`config.mk`:
```
export PLATFORM = sky130hd
export DESIGN_NAME = mul_xbit_shift_add
export DESIGN_NICKNAME = d
export VERILOG_FILES = /design/src/rtl/mul_xbit_shift_add_pkg.sv /design/src/rtl/mul_xbit_shift_add_adder.sv /design/src/rtl/mul_xbit_shift_add.sv
export SDC_FILE = /design/constraint.sdc
export NUM_CORES = 1
export LEC_CHECK = 0
export CAP_MARGIN = 20
export CORE_ASPECT_RATIO = 1.75
export CORE_MARGIN = 3
export CORE_UTILIZATION = 45
export CTS_CLUSTER_DIAMETER = 50
export DETAILED_ROUTE_END_ITERATION = 7
export HOLD_SLACK_MARGIN = 0.15
export PLACE_DENSITY = 0.81
export SLEW_MARGIN = 20
export SYNTH_ARGS = -nofsm -noshare
export SYNTH_HDL_FRONTEND = slang
export SYNTH_SLANG_ARGS = --single-unit
```
`constraint.sdc`:
```
create_clock -name i_clk -period 5.6 [get_ports i_clk]
set_clock_uncertainty 0.2 [all_clocks]
set_input_delay 1.12 -clock i_clk [delete_from_list [all_inputs] [get_ports i_clk]]
set_output_delay 1.12 -clock i_clk [all_outputs]
set_load 0.05 [all_outputs]
```
`src/rtl/mul_xbit_shift_add_pkg.sv`:
```
// Shared types and helpers for the shift-add multiplier.
// Latency: n/a (package only).
// Backpressure: n/a (package only).
package mul_pkg;

    typedef enum logic [1:0] {
        MUL_IDLE,
        MUL_CALC,
        MUL_DONE
    } mul_state_t;

    // Step counter width: wide enough to hold 0..W.
    function automatic int mul_cnt_width(input int w);
        return $clog2(w + 1);
    endfunction

endpackage

```
`src/rtl/mul_xbit_shift_add_adder.sv`:
```
// Carry-lookahead adder: 4-bit lookahead groups, carry rippled serially between groups.
// Latency: combinational, zero cycles.
// Backpressure: none (pure combinational).
// Ports: i_num_a/i_num_b operands, i_cry carry-in, o_res sum, o_cry carry-out.
module adder_xbit_ahead_serial #(
    parameter int DATA_WIDTH = 8
) (
    input  logic [DATA_WIDTH-1:0] i_num_a,
    input  logic [DATA_WIDTH-1:0] i_num_b,
    input  logic                  i_cry,
    output logic [DATA_WIDTH-1:0] o_res,
    output logic                  o_cry
);

    localparam int W = DATA_WIDTH;

    generate
        if ((W % 4) != 0 || W < 4) begin : g_bad_width
            $error("adder_xbit_ahead_serial: DATA_WIDTH must be a multiple of 4 and >= 4");
        end
    endgenerate

    logic [W-1:0] w_g;
    logic [W-1:0] w_p;
    logic [W:0]   w_c;

    assign w_g    = i_num_a & i_num_b;
    assign w_p    = i_num_a ^ i_num_b;
    assign w_c[0] = i_cry;

    // Inside each nibble every carry is a flat function of the group's
    // generate/propagate terms and the group carry-in.
    for (genvar gi = 0; gi < W / 4; gi++) begin : g_grp
        localparam int B = 4 * gi;
        assign w_c[B+1] = w_g[B]
                        | (w_p[B] & w_c[B]);
        assign w_c[B+2] = w_g[B+1]
                        | (w_p[B+1] & w_g[B])
                        | (w_p[B+1] & w_p[B] & w_c[B]);
        assign w_c[B+3] = w_g[B+2]
                        | (w_p[B+2] & w_g[B+1])
                        | (w_p[B+2] & w_p[B+1] & w_g[B])
                        | (w_p[B+2] & w_p[B+1] & w_p[B] & w_c[B]);
        assign w_c[B+4] = w_g[B+3]
                        | (w_p[B+3] & w_g[B+2])
                        | (w_p[B+3] & w_p[B+2] & w_g[B+1])
                        | (w_p[B+3] & w_p[B+2] & w_p[B+1] & w_g[B])
                        | (w_p[B+3] & w_p[B+2] & w_p[B+1] & w_p[B] & w_c[B]);
    end

    assign o_res = w_p ^ w_c[W-1:0];
    assign o_cry = w_c[W];

endmodule

```
`src/rtl/mul_xbit_shift_add.sv`:
```
// Unsigned W x W -> 2W shift-add multiplier, one partial product per cycle.
// Latency: o_vld rises exactly W cycles after the accept edge; W+2 cycles per op.
// Backpressure: o_rdy only in IDLE; result held in DONE until i_rdy.
// Ports: i_clk, i_rst_n (async, active-low), i_vld/o_rdy + i_num_a/i_num_b in,
//        o_vld/i_rdy + o_res (2W) out.
module mul_xbit_shift_add
    import mul_pkg::*;
#(
    parameter int DATA_WIDTH = 8
) (
    input  logic                    i_clk,
    input  logic                    i_rst_n,
    input  logic                    i_vld,
    output logic                    o_rdy,
    input  logic [DATA_WIDTH-1:0]   i_num_a,
    input  logic [DATA_WIDTH-1:0]   i_num_b,
    output logic                    o_vld,
    input  logic                    i_rdy,
    output logic [2*DATA_WIDTH-1:0] o_res
);

    localparam int W  = DATA_WIDTH;
    localparam int CW = mul_cnt_width(W);
    localparam logic [CW-1:0] C_LAST = CW'(W - 1);

    generate
        if ((W % 4) != 0 || W < 4) begin : g_bad_width
            $error("mul_xbit_shift_add: DATA_WIDTH must be a multiple of 4 and >= 4");
        end
    endgenerate

    mul_state_t      r_state;
    logic [W-1:0]    r_a;
    logic [2*W-1:0]  r_p;      // {HI, LO}; LO starts as the multiplier
    logic [CW-1:0]   r_cnt;

    logic [W-1:0]    w_add_a;
    logic [W-1:0]    w_add_sum;
    logic            w_add_cry;

    // Add the multiplicand only when the current multiplier bit is set.
    assign w_add_a = r_p[0] ? r_a : '0;

    adder_xbit_ahead_serial #(
        .DATA_WIDTH (W)
    ) u_adder (
        .i_num_a (w_add_a),
        .i_num_b (r_p[2*W-1:W]),
        .i_cry   (1'b0),
        .o_res   (w_add_sum),
        .o_cry   (w_add_cry)
    );

    always_ff @(posedge i_clk or negedge i_rst_n) begin
        if (!i_rst_n) begin
            r_state <= MUL_IDLE;
            r_a     <= '0;
            r_p     <= '0;
            r_cnt   <= '0;
        end else begin
            case (r_state)
                MUL_IDLE: begin
                    if (i_vld) begin
                        r_a     <= i_num_a;
                        r_p     <= {{W{1'b0}}, i_num_b};
                        r_cnt   <= '0;
                        r_state <= MUL_CALC;
                    end
                end
                MUL_CALC: begin
                    // Carry-out lands in the top bit before the right shift,
                    // so the 2W-bit register never overflows.
                    r_p   <= {w_add_cry, w_add_sum, r_p[W-1:1]};
                    r_cnt <= r_cnt + 1'b1;
                    if (r_cnt == C_LAST) begin
                        r_state <= MUL_DONE;
                    end
                end
                MUL_DONE: begin
                    if (i_rdy) begin
                        r_state <= MUL_IDLE;
                    end
                end
                default: begin
                    r_state <= MUL_IDLE;
                end
            endcase
        end
    end

    assign o_rdy = (r_state == MUL_IDLE);
    assign o_vld = (r_state == MUL_DONE);
    assign o_res = r_p;

endmodule

```
==> run_results.csv, run 1 <==
group,metric,value,unit
setup_path,worst_ep_required_time,4.28,ns
placed_design,dpl.cell_count,252,
setup_path,critical-path-top-delay-family,"buffers and inverters",
detailed_routing,initialDrtViolationCount,32,
placed_design,place_area,0.001983,mm2
synth,synth_top_cell_area_share,46.37,%
setup_path,worst_setup_path_startpoint,"r_state[0]",
setup_path,path_cells,"and2b_1 > clkdlybuf4s50_1",
synth,yosys.area.top_type,"sky130_fd_sc_hd__dfrtp_1",
synth,synth-simple-area-share,23.80,%
detailed_routing,detailroute.via_count,1373,
synth,most_frequent_cell_after_synthesis,"sky130_fd_sc_hd__nand2_1",
global_routing,maximum_number_of_pins_on_one_net_before_global_route_repair,35,
setup_path,critical_path_arrival,1.72,ns
synth,ys.flop_type,"sky130_fd_sc_hd__dfrtp_1",
global_routing,initial_antenna_violation_count,0,
cts,ctsLongestPathBuffers,2,
layout,final_cell_count_no_fill,259,
status,status,"complete, no violations",
synth,synth.mux.area_fraction,0,%
synth,synth.lib_cells_used.distinct,35,
die,die_y,85.35,um
synth,synthesis.area,0.001619,mm2
setup_path,startpoint_type,"register",
global_routing,final_global_route_overflow_total,0,
setup_path,maximum_single_stage_delay_on_the_critical_path,0.81,ns
timing,finalCriticalPeriod,3.044,ns
global_routing,grt_pass1_wl,6244,um
timing,rsz0062_at_grt,"false",
synth,synth_nets,208,
setup_path,path_class,"register to primary output",
detailed_routing,routed_wirelength,3598,um
layout,antenna_cells,0,
setup_path,worstPathBufferInverterCount,1,
setup_path,cell_with_the_biggest_individual_delay_on_the_critical_path,"sky130_fd_sc_hd__clkdlybuf4s50_1",
timing,max_slew_margin,31.60,%
die,ioPinCount,38,
timing,final.setup.tns,0,ns
setup_path,worst-path-max-fanout,5,
timing,finalHoldViolations,0,
synth,share_of_async_settable_or_async_resettable_flops_after_synthesis,100.0,%
cts,postCtsSetupBuffers,0,
timing,timing_max_transition_violations_final,0,
placed_design,dp.final_hpwl,2556,um
die,start_util,47.16,%
global_routing,grt_util_all_layers,19.04,%
detailed_routing,post_drt_wl_per_cell,13.89,um
synth,netlist_top_cells_area,"sky130_fd_sc_hd__dfrtp_1 (46%), sky130_fd_sc_hd__nand2_1 (12%), sky130_fd_sc_hd__ha_1 (7.0%), sky130_fd_sc_hd__o21ai_0 (3.7%), sky130_fd_sc_hd__a31oi_1 (3.5%)",
timing,fmax,328.5,MHz
synth,synth_edf_count,0,
synth,postSynthRegisterBits,30,
min_path,hold_path.class,"register to register",
setup_path,r2r_cells,7,
layout,final_net_count,246,
cts,cts_tree,"yes",
cts,hold_bufs_at_cts,0,
cts,worst_skew_pair.late_latency,0.28,ns
placed_design,io_buffer_count,37,
synth,yosys_warnings,0,
synth,share_of_the_synthesized_area_in_compound_gates_ao_oa_aoi_oai,13.29,%
detailed_routing,detail_route.drc_violations,0,
setup_path,cp_num_cells,2,
layout,finish.instance_area,0.002073,mm2
synth,synth-seq-area-share,46.37,%
min_path,min_path_cells,2,
synth,post_synth_most_frequent_cells,"sky130_fd_sc_hd__nand2_1 (51), sky130_fd_sc_hd__dfrtp_1 (30), sky130_fd_sc_hd__nor2_1 (12), sky130_fd_sc_hd__o21ai_0 (12)",
synth,post_synth_fa_ha_maj_area_fraction,9.428,%
synth,synthCells,177,
synth,synth_top_family_by_area,"simple AND/OR/NAND/NOR gates",
setup_path,crit-reg2reg-launch,"o_res[0]",
cts,cts_resized,0,
timing,tightest_slew,1.026,ns
cts,cts_num_sinks,30,
cts,cts.clk_slew.worst_paths,0.06,ns
synth,syn-mean-instance-area,9.147,um2
detailed_routing,drt-vias-per-instance,5.301,
die,rows,28,
cts,cts_made_buffers,5,
cts,ctsRootBufferMaster,"sky130_fd_sc_hd__clkbuf_8",
timing,finalCritPeriodShare,54.35,%
timing,setup-violations-final,0,
placed_design,finalWeightedCongestion,0.8359,
synth,synth_xor_area_share,1.623,%
global_routing,via_count_of_the_first_global_routing_pass,1407,
min_path,holdCritStartpoint,"r_a[2]",
power,total_leakage_power,0.9663,nW
die,core_area,0.003433,mm2
power,power_density,679.6,mW/mm2
flow_run,max-cap-violations,0,
detailed_routing,drtAntennaViolNets,0,
layout,ratio_of_cells_with_drive_above_1_in_the_final_layout,4.673,%
layout,syn_to_final_growth,28.05,%
cts,htree_num_levels,2,
die,die_w,51.34,um
setup_path,end_kind,"primary output",
die,design.die.area,0.004382,mm2
detailed_routing,detail_route.first_pass.iterations,4,
power,worst_voltage_drop_across_the_vdd_grid,415.2,uV
## cell type report
| cell class | count | area, um2 |
|---|---|---|
| Clock buffer | 6 | 82.58 |
| Fill cell | 330 | 1360 |
| Inverter | 5 | 18.77 |
| Multi-Input combinational cell | 134 | 779.5 |
| Sequential cell | 30 | 750.7 |
| Tap cell | 45 | 56.30 |
| Timing Repair Buffer | 39 | 385.4 |
## per-layer routing
| layer | vias to the layer above | share of wire, % | track usage, % | routed length (um) |
|---|---|---|---|---|
| met5 | - | 0 | 0 | 0 |
| met4 | 0 | 2.3 | 10.74 | 81 |
| met3 | 8 | 3.6 | 4.218 | 130 |
| met2 | 31 | 54 | 33.14 | 1945 |
| met1 | 658 | 40 | 20.64 | 1440 |
| li1 | 676 | - | - | - |
## cell usage in the layout (no fill, tap or decap)
cell type                         instances
sky130_fd_sc_hd__a21o_1                   2
sky130_fd_sc_hd__o31ai_1                  1
sky130_fd_sc_hd__o21ai_1                  1
sky130_fd_sc_hd__a31oi_1                  9
sky130_fd_sc_hd__a22o_1                   1
sky130_fd_sc_hd__nor2_1                  12
sky130_fd_sc_hd__dfrtp_1                 30
sky130_fd_sc_hd__buf_4                    2
sky130_fd_sc_hd__clkdlybuf4s50_1         37
sky130_fd_sc_hd__nand3_1                  7
sky130_fd_sc_hd__a41o_1                   1
sky130_fd_sc_hd__ha_1                     9
sky130_fd_sc_hd__fa_1                     2
sky130_fd_sc_hd__and4_4                   1
sky130_fd_sc_hd__xnor2_1                  2
sky130_fd_sc_hd__nor3b_2                  1
sky130_fd_sc_hd__o31a_1                   1
sky130_fd_sc_hd__and2_1                   7
sky130_fd_sc_hd__nor2b_1                  1
sky130_fd_sc_hd__a21oi_1                  2
sky130_fd_sc_hd__nand2_1                 51
sky130_fd_sc_hd__o21ai_0                 12
sky130_fd_sc_hd__o2bb2ai_1                1
sky130_fd_sc_hd__clkbuf_8                 6
sky130_fd_sc_hd__nor4_1                   1
sky130_fd_sc_hd__nand4_1                  2
sky130_fd_sc_hd__o311ai_0                 1
sky130_fd_sc_hd__xor2_1                   1
sky130_fd_sc_hd__or2b_1                   1
sky130_fd_sc_hd__a311oi_1                 1
sky130_fd_sc_hd__o21bai_1                 1
sky130_fd_sc_hd__inv_1                    5
sky130_fd_sc_hd__or3_1                    1
sky130_fd_sc_hd__and2b_1                  1
## sequential cells by signal (all words and copies together) (netlist names)
| signal | flops |
|---|---|
| r_a | 8 |
| r_state | 2 |
| r_cnt | 4 |
| o_res | 16 |
## power breakdown
group | internal (mW) | switching [mW] | total, mW
logic | 0.305 | 0.520 | 0.825
registers | 0.326 | 0.0883 | 0.414
clock network | 0.0945 | 0.0752 | 0.170
## cells by family (layout without fill, tap and decap cells)
| group | after synthesis | count (layout) |
|---|---|---|
| XOR/XNOR | 3 | 3 |
| AND/OR/NAND/NOR | 86 | 86 |
| buffers and inverters | 13 | 50 |
| flip-flops | 30 | 30 |
| adder cells (fa/ha/maj) | 11 | 11 |
| AO/OA/AOI/OAI | 34 | 34 |
## metrics by stage
step,power (mW),setup slack [ns],utilization (%),hold slack [ns]
floorplan,1.024,3.121,-,0.2368
global route,1.525,2.488,60.39,0.2940
detailed placement,1.240,2.291,57.76,0.2544
finish,1.409,2.556,60.39,0.2705
global placement,1.214,2.315,57.76,0.2503
CTS,1.417,2.529,60.17,0.2697
## final timing paths
check | end | slack (ns)
max | o_vld | 2.56
min reg2reg | r_a[2] | 0.27
max reg2reg | o_res[12] | 3.15
min | r_a[2] | 0.27
min in group asynchronous | o_res[9] | 1.03
max in group asynchronous | r_state[0] | 3.88
## worst reg2reg max path, delay by kind of cell (launching register included)
kind | cells | cell delay (ns)
fa+ha+maj | 2 | 0.72
flops | 1 | 0.47
compound gates | 3 | 0.54
simple gates | 1 | 0.18
xor+xnor | 1 | 0.18
Power figures use the tool's default switching activity.
==> inputs of run 2 (changes only) <==
--- a/config.mk
+++ b/config.mk
@@ -8,11 +8,11 @@
 export CAP_MARGIN = 20
 export CORE_ASPECT_RATIO = 1.75
 export CORE_MARGIN = 3
-export CORE_UTILIZATION = 45
+export CORE_UTILIZATION = 44
 export CTS_CLUSTER_DIAMETER = 50
 export DETAILED_ROUTE_END_ITERATION = 7
 export HOLD_SLACK_MARGIN = 0.15
-export PLACE_DENSITY = 0.81
+export PLACE_DENSITY = 0.83
 export SLEW_MARGIN = 20
 export SYNTH_ARGS = -nofsm -noshare
 export SYNTH_HDL_FRONTEND = slang
==> constraint.sdc (replaced) <==
create_clock -name i_clk -period 2.8 [get_ports i_clk]
set_clock_uncertainty 0.2 [all_clocks]
set_input_delay 0.56 -clock i_clk [delete_from_list [all_inputs] [get_ports i_clk]]
set_output_delay 0.56 -clock i_clk [all_outputs]
set_load 0.05 [all_outputs]
==> run 2 against run 1 <==
Core utilization grew 0.51 points; power grew 110%; largest power group unchanged; sequential power grew 100%; critical path depth is the same; register-to-register slack lost 2.8 ns; flip-flop and latch count is the same; combinational power grew 100%; clock power grew 150%; setup slack lost 2.3 ns; design area grew 1.9%.
==> run_results.csv, run 2 (same netlist as run 1, synthesis figures left out) <==
group,metric,value,unit
status,status,"complete, no violations",
cts,htree_num_levels,2,
cts,cts_tree,"yes",
placed_design,dp.final_hpwl,2654,um
cts,cts.clk_slew.worst_paths,0.07,ns
global_routing,grt_use_met3,5.336,%
die,start_util,46.68,%
detailed_routing,detail_route.drc_violations,0,
setup_path,r2r_cells,7,
die,rows,28,
setup_path,worst-path-max-fanout,5,
timing,finalCritPeriodShare,89.72,%
global_routing,via_count_of_the_first_global_routing_pass,1430,
placed_design,dpl.cell_count,255,
power,worst_voltage_drop_across_the_vdd_grid,761.4,uV
cts,postCtsSetupBuffers,0,
global_routing,globalRouteMet1Util,19.91,%
layout,final_net_count,248,
placed_design,io_buffer_count,37,
die,die_y,86.25,um
setup_path,crit-reg2reg-capture,"o_res[12]",
cts,cts_num_sinks,30,
global_routing,initial_antenna_violation_count,0,
die,design.die.area,0.004472,mm2
timing,setup_ws,0.2877,ns
cts,worst_skew_pair.late_latency,0.29,ns
global_routing,grt_util_all_layers,18.69,%
detailed_routing,post_drt_wl_per_cell,13.67,um
detailed_routing,detailroute.via_count,1382,
layout,final_cell_count_no_fill,263,
placed_design,dp_worst_setup_slack,0.3617,ns
setup_path,ff2ff_setup_slack,0.38,ns
layout,largest_register_ffs,16,
global_routing,maximum_number_of_pins_on_one_net_before_global_route_repair,35,
timing,timing_max_transition_violations_final,0,
placed_design,place_area,0.002006,mm2
cts,hold_bufs_at_cts,0,
cts,ctsRootBufferMaster,"sky130_fd_sc_hd__clkbuf_8",
global_routing,final_global_route_overflow_total,0,
timing,final.setup.tns,0,ns
power,total_leakage_power,0.9854,nW
timing,finalHoldViolations,0,
timing,max_slew_margin,34.61,%
setup_path,end_kind,"primary output",
timing,rsz0062_at_grt,"false",
layout,ratio_of_cells_with_drive_above_1_in_the_final_layout,5.505,%
layout,antenna_cells,0,
die,die_w,51.86,um
layout,finish.instance_area,0.002112,mm2
min_path,min_path_cells,2,
global_routing,use_met2,33.22,%
global_routing,globalRoute.busiestLayer,"met2",
detailed_routing,drtAntennaViolNets,0,
min_path,worst_hold_end,"r_a[2]",
global_routing,grt_pass1_wl,6272,um
timing,fmax,398.0,MHz
cts,cts_made_buffers,5,
die,ioPinCount,38,
layout,final_cell_mix,"sky130_fd_sc_hd__nand2_1 (51), sky130_fd_sc_hd__clkdlybuf4s50_1 (37), sky130_fd_sc_hd__dfrtp_1 (30)",
detailed_routing,routed_wirelength,3594,um
setup_path,path_class,"register to primary output",
cts,cts_resized,0,
setup_path,critical_path_arrival,1.75,ns
detailed_routing,detail_route.first_pass.iterations,4,
min_path,hold_path.class,"register to register",
min_path,holdCritStartpoint,"r_a[2]",
setup_path,crit-reg2reg-launch,"o_res[0]",
timing,setup-violations-final,0,
timing,finalCriticalPeriod,2.512,ns
timing,tightest_slew,0.9809,ns
detailed_routing,initialDrtViolationCount,28,
detailed_routing,drt-vias-per-instance,5.255,
flow_run,max-cap-violations,0,
die,core_area,0.003468,mm2
layout,syn_to_final_growth,30.45,%
power,power_density,1381,mW/mm2
setup_path,worst_ep_required_time,2.04,ns
setup_path,startpoint_type,"register",
placed_design,finalWeightedCongestion,0.8286,
layout,layout.filler_cells,297,
layout,final_common_cell,"sky130_fd_sc_hd__nand2_1",
cts,ctsLongestPathBuffers,2,
[run 2: cell types whose count changed in the layout (fill, tap and decap cells not counted)]
cell | previous run | this run
sky130_fd_sc_hd__bufinv_16 | 0 | 1
sky130_fd_sc_hd__clkbuf_8 | 6 | 5
sky130_fd_sc_hd__buf_4 | 2 | 4
sky130_fd_sc_hd__clkbuf_1 | 0 | 2
[run 2: metal layers]
metal  vias to the layer above  part of all wire [%]
li1                        683                     -
met1                       659                    38
met2                        32                    56
met3                         8                   3.7
met4                         0                   2.2
met5                         -                     0
[run 2: report_power, final]
| part | total (mW) | internal [mW] | switching [mW] |
|---|---|---|---|
| combinational | 1.67 | 0.631 | 1.03 |
| sequential | 0.832 | 0.652 | 0.180 |
| clock | 0.420 | 0.266 | 0.154 |
| total | 2.92 | 1.55 | 1.37 |
[run 2: final cells by class]
class | instances | area [um2] | share of cell area [%]
repair buffers | 41 | 400.4 | 18.96
inverters | 5 | 18.77 | 0.8886
clock buffers | 7 | 76.32 | 3.614
multi-input cells | 134 | 779.5 | 36.91
clock inverters | 1 | 30.03 | 1.422
flip-flops and latches | 30 | 750.7 | 35.54
well taps | 45 | 56.30 | 2.666
[run 2: how the worst max path moves through the flow]
stage,from,cells after the start,endpoint
6_report,r_state[0],2,o_vld
2_1_floorplan,o_res[0],7,o_res[12]
4_1_cts,r_state[0],2,o_vld
3_5_place_dp,o_res[0],7,o_res[12]
5_1_grt,o_res[0],7,o_res[12]
3_3_place_gp,o_res[0],7,o_res[12]
[run 2: through the flow]
step / hold slack, ns / total power [mW] / util [%]
2_1_floorplan: 0.06441 / 2.048 / -
3_3_place_gp: 0.2511 / 2.441 / 57.83
3_5_place_dp: 0.2543 / 2.506 / 57.83
4_1_cts: 0.2690 / 2.942 / 60.89
5_1_grt: 0.2881 / 3.156 / 60.89
6_report: 0.2628 / 2.917 / 60.89
[run 2: worst max-delay path: stages (launching register included)]
cell	delay, ns
sky130_fd_sc_hd__dfrtp_1	0.43
sky130_fd_sc_hd__and2b_1	0.23
sky130_fd_sc_hd__clkdlybuf4s50_1	0.80
